## src/rtl/pc_fetch_unit.sv

```systemverilog
// ---------------------------------------------------------------------------
// pc_fetch_unit
//
// Holds the architectural PC, fetches one instruction at a time from imem and
// presents it to decode. When decode accepts, the next PC supplied by the NPC
// block is loaded and the next fetch starts on the following cycle.
//
// Handshake semantics (decode side): instr_valid/instr are registered and stay
// stable while instr_valid=1 and instr_ready=0. A transfer happens on every
// cycle where instr_valid & instr_ready are both 1. instr_valid never depends
// combinationally on instr_ready.
// imem side: imem_req is a one-cycle strobe with imem_addr=pc. Only one request
// is outstanding. imem_rvalid is honoured only while waiting for that response.
//
// Ports
//   clk, rst_n          clock (rising edge), asynchronous active-low reset
//   npc                 next PC, sampled only on the accept cycle
//   pc                  current PC register
//   imem_req/imem_addr  fetch request strobe and address (address == pc)
//   imem_rvalid/rdata   fetch response
//   instr_valid/instr   instruction presented to decode
//   instr_ready         decode accepts the presented instruction
//   fault, fault_code   sticky fault: 01 misaligned npc, 10 imem timeout
//   retired_cnt         number of accepted instructions (wraps)
// ---------------------------------------------------------------------------
module pc_fetch_unit #(
  parameter logic [31:0] RESET_PC = 32'h0000_3000,
  parameter int          TIMEOUT  = 16
) (
  input  logic        clk,
  input  logic        rst_n,
  input  logic [31:0] npc,
  output logic [31:0] pc,
  output logic        imem_req,
  output logic [31:0] imem_addr,
  input  logic        imem_rvalid,
  input  logic [31:0] imem_rdata,
  output logic        instr_valid,
  output logic [31:0] instr,
  input  logic        instr_ready,
  output logic        fault,
  output logic [1:0]  fault_code,
  output logic [31:0] retired_cnt
);

  // Counter just wide enough to hold TIMEOUT-1.
  localparam int              CW   = (TIMEOUT > 2) ? $clog2(TIMEOUT) : 1;
  localparam logic [CW-1:0]   TMAX = CW'(TIMEOUT - 1);

  localparam logic [1:0] FC_NONE     = 2'b00;
  localparam logic [1:0] FC_MISALIGN = 2'b01;
  localparam logic [1:0] FC_TIMEOUT  = 2'b10;

  typedef enum logic [1:0] {
    S_REQ   = 2'd0,
    S_WAIT  = 2'd1,
    S_HOLD  = 2'd2,
    S_FAULT = 2'd3
  } state_t;

  // state is kept as a named signal so checkers can bind to it directly.
  state_t         state;
  state_t         state_next;
  logic [CW-1:0]  wait_cnt;

  logic load_instr;
  logic accept;
  logic set_timeout;
  logic set_misalign;
  logic cnt_clr;
  logic cnt_inc;

  // -------------------------------------------------------------------------
  // State register
  // -------------------------------------------------------------------------
  always_ff @(posedge clk or negedge rst_n) begin
    if (!rst_n) begin
      state <= S_REQ;
    end else begin
      state <= state_next;
    end
  end

  // -------------------------------------------------------------------------
  // Next-state and control strobes
  // -------------------------------------------------------------------------
  always_comb begin
    state_next   = state;
    load_instr   = 1'b0;
    accept       = 1'b0;
    set_timeout  = 1'b0;
    set_misalign = 1'b0;
    cnt_clr      = 1'b0;
    cnt_inc      = 1'b0;
    case (state)
      S_REQ: begin
        cnt_clr    = 1'b1;
        state_next = S_WAIT;
      end
      S_WAIT: begin
        if (imem_rvalid) begin
          load_instr = 1'b1;
          state_next = S_HOLD;
        end else if (wait_cnt == TMAX) begin
          set_timeout = 1'b1;
          state_next  = S_FAULT;
        end else begin
          cnt_inc = 1'b1;
        end
      end
      S_HOLD: begin
        if (instr_ready) begin
          accept = 1'b1;
          // A misaligned target is still a retired instruction, but the PC
          // is not updated so the faulting fetch address stays visible.
          if (npc[1:0] != 2'b00) begin
            set_misalign = 1'b1;
            state_next   = S_FAULT;
          end else begin
            state_next = S_REQ;
          end
        end
      end
      S_FAULT: begin
        state_next = S_FAULT;
      end
      default: begin
        state_next = S_FAULT;
      end
    endcase
  end

  // -------------------------------------------------------------------------
  // Datapath registers
  // -------------------------------------------------------------------------
  always_ff @(posedge clk or negedge rst_n) begin
    if (!rst_n) begin
      pc          <= RESET_PC;
      instr       <= 32'h0;
      instr_valid <= 1'b0;
      fault       <= 1'b0;
      fault_code  <= FC_NONE;
      retired_cnt <= 32'h0;
      wait_cnt    <= '0;
    end else begin
      if (cnt_clr) begin
        wait_cnt <= '0;
      end else if (cnt_inc) begin
        wait_cnt <= wait_cnt + 1'b1;
      end

      if (load_instr) begin
        instr       <= imem_rdata;
        instr_valid <= 1'b1;
      end

      if (accept) begin
        instr_valid <= 1'b0;
        retired_cnt <= retired_cnt + 32'd1;
        if (!set_misalign) begin
          pc <= npc;
        end
      end

      if (set_timeout) begin
        fault      <= 1'b1;
        fault_code <= FC_TIMEOUT;
      end else if (set_misalign) begin
        fault      <= 1'b1;
        fault_code <= FC_MISALIGN;
      end
    end
  end

  assign imem_req  = (state == S_REQ);
  assign imem_addr = pc;

endmodule

```

## config.mk

```make
export PLATFORM = sky130hd
export DESIGN_NAME = pc_fetch_unit
export DESIGN_NICKNAME = d
export VERILOG_FILES = /design/src/rtl/pc_fetch_unit.sv
export SDC_FILE = /design/constraint.sdc
export NUM_CORES = 1
export LEC_CHECK = 0
export ABC_AREA = 1
export BUFFER_PORTS_ARGS = -buffer_cell sky130_fd_sc_hd__buf_2
export CORE_ASPECT_RATIO = 1.75
export CORE_UTILIZATION = 48
export CTS_CLUSTER_SIZE = 8
export DETAILED_ROUTE_END_ITERATION = 6
export GPL_TIMING_DRIVEN = 0
export PLACE_DENSITY = 0.8
export SYNTH_ARGS = -nofsm -noshare
export SYNTH_HDL_FRONTEND = slang
export SYNTH_SLANG_ARGS = --single-unit
```

## constraint.sdc

```tcl
create_clock -name clk -period 1.8 [get_ports clk]
set_clock_uncertainty 0.15 [all_clocks]
set_input_delay 0.09 -clock clk [delete_from_list [all_inputs] [get_ports clk]]
set_output_delay 0.09 -clock clk [all_outputs]
set_load 0.03 [all_outputs]
```

# Word-level counts from Yosys, hierarchy flattened
# Index checks and enable logic that the tools add are counted.
# word_totals
rom_bits	0
mem_count	0
mem_bits_rw	0
regBits	106
latchBits	0
wordCells	51
inputBits	68
# op_classes
muxes	27
bitwise_logic	1
n_lt_le_gt_ge	0
n_addsub	2
n_reduce_logical	7
shift	0
n_div	0
eq_ne	6
n_mul	0
# op_table
op	n
32-bit by 1-bit adder with 32-bit output, second input constant	1
1-bit two-way mux	18
2-bit two-way mux	6
4-bit two-way mux	2
2-bit one-hot mux with 4 select lines	1
2-bit nonzero test	4
4-bit by 1-bit adder with 4-bit output, second input constant	1
2-bit equality test, second input constant	2
4-bit equality test, second input constant	1
2-bit AND reduction	2
3-bit != test, second input constant	1
2-bit by 1-bit equality test with 1-bit output, second input constant	1
2-bit logical NOT	1
2-bit != test, second input constant	1
1-bit inverter	1

# Longest topological paths before layout
# logic_depth
word_depth	6
depth_mapped	9

# Least setup slack after synthesis
# OpenSTA, ideal clock, no wires.
# synth_timing
path_kind	reg-to-reg
start	reg retired_cnt[1]
end	reg retired_cnt[22]
arrival_ns	1.466
path_stages_with_launch	8
slack_ns	0.049
path_cell_list	dfrtp_1 ha_1 nand3_1 nor2_2 nand2_2 nor2_4 nand2_1 xnor2_1
# synth_via
elab_chain_cells	1
# synth_rtl
element	line	text
start, declared	43	output logic [31:0] retired_cnt
start signal, assigned	159	retired_cnt <= retired_cnt + 32'd1;
32-bit by 1-bit adder with 32-bit output	159	
# No other way between the ends.
# A chain may end at the register's enable or synchronous reset.

# Worst setup path after layout
# layout_timing
start	reg state[0]
end	reg retired_cnt[21]
# layout_via
elab_chain_cells	2
# layout_rtl
element	line	text
start, declared	62	state_t state;
start signal, assigned	80	state <= state_next;
2-bit equality test	95	case (state)
1-bit two-way mux	95	
# No other way between the ends.

==> metrics.txt <==
status=complete, no violations; post-synthesis adder-cell area fraction=0.00518; Yosys reg bits=106; fmax=0.580 GHz; Avg Vias per Cell=4.88; XOR/XNOR Fraction of Synth Area=0.0380; Nets=872; crit path launch type=flip-flop; total global-route track usage=0.256; Cells after DPL=846; Critical Path Most Common Cell=nand2_1; area growth from synthesis to layout=46.1%; Via Count=4555; gr busiest metal=met2; fin cells=934; power share of the clock group=0.195; post-layout min period=1720 ps; Synth top area share=0.538; Worst-path clk slew=70 ps; simple-gate share of the synthesized area=0.220; M2 GR Usage=0.474; clock sink count=106; final WL=13.4 mm; number of top-level pins=201; initial antenna violation count=2; r2r worst-path depth=6; gate count after technology mapping=520; MaxCap Viol Count=0; Iter 0 DRT Violations=173; Hold Path Origin=npc[1]; Seq/Total Area, Yosys=0.549; Sw Pwr=4.51 mW; crit-path cells=inv_1 > nand3_2 > nor3_2 > nand2_1 > o21ai_0 > nand2_1; met3 Use GR=0.0419; Die Ht=135 µm; number of cells on the critical path=6; complex-gate fraction of the synthesized area=0.0153; yosys warns=0; met1 usage=0.277; Die X=77.9 µm; CP top delay family=simple AND/OR/NAND/NOR gates; clk_lat worst skew=340 ps; Synth Net Count=590; Initial Util=0.491; CP Data Required Time=1870 ps; Crit-path slowest cell=dfrtp_1; most frequent cells in the layout=buf_2 (202), nand2_1 (170), dfrtp_1 (103); Placeable Area=9850 µm²; leakage dissipation=3.89 nW; Max H-tree Level=3; CTS Buffer Depth=2; vias in the first global route=4594; critical path's largest stage delay=400 ps; endpoints failing setup=0; worst slew pin tran=690 ps; CP Max Fanout=6; gr ovfl total=0; I/O Buffers=200; die area=10500 µm²; crit end category=flip-flop; drt first pass iters=6; number of remaining DRC errors=0; first-pass GRT wire length=21.0 mm; DR WL/cell=14.4 µm; sequential cell area=2660 µm²; reg2reg end=retired_cnt[21]; most common cell after layout, fill and taps aside=buf_2; Slew Limit Fails=0; Worst R2R Setup Slack=80 ps; Final period util=0.958; final count of hold timing violations=0; R2R Path Start=state[0]; RSZ-0062 raised after global routing=true; pin count of the biggest net entering global routing=55; FILL cells=741; layout cells sized above 1=0.385; multi-input logic area=1730 µm²; Reg power frac=0.354; post-synthesis mux area share=0.0745; worst min path class=in -> reg; synth top area cells=dfrtp_1 (54%), nand2_1 (13%), mux2_2 (7.5%); final setup margin=75.3 ps; Crit Path Class=reg -> reg; Worst VDD drop=1.13 mV; CTS tree=done; Slew HR=0.540; leading area contributor after synthesis=dfrtp_1; WP data arrival=1790 ps; WP buf/inv=1; # rows=48; ANT nets after route=0; total CTS buffers=9; Sw Ratio=0.432; clk root buf=clkbuf_16; Unique masters post-synth=28; Gate power share=0.451; internal power=5.92 mW; hold endpoint=fault_code[0]; dpl ws=30.7 ps; hold depth=5; Cell Area, Synth=4830 µm²; Syn Area/Cell=9.30 µm²; HPWL Detailed=9.33 mm; GPL Wtd Cong=0.854; Pwr Density=1480 nW/µm²; largest family of logic cells by synthesized area=simple AND/OR/NAND/NOR gates; final hold slack=101 ps
## power by group through the flow
stage	Combinational [mW]	Clock [mW]	Sequential [mW]
6_report	4.71	2.03	3.69
5_1_grt	4.96	2.15	3.78
4_1_cts	4.65	2.05	3.66
3_5_place_dp	4.53	0	3.69
3_3_place_gp	4.41	0	3.63
2_1_floorplan	1.76	0	5.04
## area by class of cell
| type | instances | area share |
|---|---|---|
| antenna | 2 | 0.000709 |
| buffer | 42 | 0.0436 |
| clock buffer | 10 | 0.0338 |
| clock inverter | 6 | 0.0103 |
| inverter | 45 | 0.0239 |
| multi-input combinational | 327 | 0.245 |
| sequential | 106 | 0.376 |
| tap | 125 | 0.0221 |
| timing repair buffer | 271 | 0.244 |
## metal layers
metal,vias to the layer above,share of wire
li1,2155,-
met1,2183,0.37
met2,172,0.54
met3,45,0.047
met4,0,0.040
met5,-,0
## synthesized netlist by cell type
| master | n |
|---|---|
| a21oi_1 | 3 |
| and2_1 | 1 |
| buf_2 | 4 |
| buf_4 | 32 |
| buf_6 | 3 |
| clkbuf_1 | 3 |
| dfrtp_1 | 104 |
| dfstp_2 | 2 |
| ha_1 | 2 |
| inv_1 | 44 |
| inv_2 | 1 |
| mux2_2 | 32 |
| nand2_1 | 170 |
| nand2_2 | 2 |
| nand3_1 | 20 |
| nand3_2 | 1 |
| nand4_1 | 8 |
| nor2_1 | 45 |
| nor2_2 | 6 |
| nor2_4 | 1 |
| nor3_1 | 2 |
| nor3_2 | 1 |
| nor3b_1 | 1 |
| o21ai_0 | 9 |
| o21bai_1 | 1 |
| o22ai_1 | 1 |
| xnor2_1 | 12 |
| xor2_1 | 9 |
## worst reg2reg max path, delay by kind of cell, from the launching register on
family	cells	cell delay [ps]
AO/OA/AOI/OAI	1	210
flip-flops	1	400
AND/OR/NAND/NOR	4	740
buffers and inverters	1	100
## state kept, by name, summed over array words and instances (netlist names)
signal	cells
fault	1
fault_code	2
imem_addr	32
instr	32
instr_valid	1
retired_cnt	32
state	2
wait_cnt	4
## stage by stage
stage	setup TNS, ps	total power [mW]	cell area, µm²	util
2_1_floorplan	0	6.80	4830	-
3_3_place_gp	-59320	8.04	5990	0.608
3_5_place_dp	0	8.22	6020	0.611
4_1_cts	0	10.4	7000	0.711
5_1_grt	-162	10.9	7060	0.717
6_report	0	10.4	7060	0.717
## how the worst max path moves through the flow
stage / from / end / slack (ps)
6_report: state[0] / retired_cnt[21] / 80
5_1_grt: state[0] / retired_cnt[19] / -40
4_1_cts: state[0] / imem_addr[15] / 20
3_5_place_dp: state[0] / imem_addr[15] / 30
3_3_place_gp: rst_n / instr[13] / -580
2_1_floorplan: retired_cnt[1] / retired_cnt[22] / 50
## logic make-up (layout without fill, tap and decap cells)
kind of cell / after synthesis / after routing
and+or+nand+nor: 258 / 258
DFF: 106 / 106
buffers and inverters: 87 / 374
muxes: 32 / 32
xor gates and xnor gates: 21 / 21
AOI/OAI and AO/OA: 14 / 14
adders and majority gates: 2 / 2
other: 0 / 2
## timing repair
action / CTS / global route
hold endpoints to repair: 119 / 0
endpoints found under the setup margin: 0 / 39
buffers inserted: 0 / 3
gates resized for setup: 0 / 9
hold buffers: 67 / 0
No activity file was read; power rests on OpenSTA's default activity.
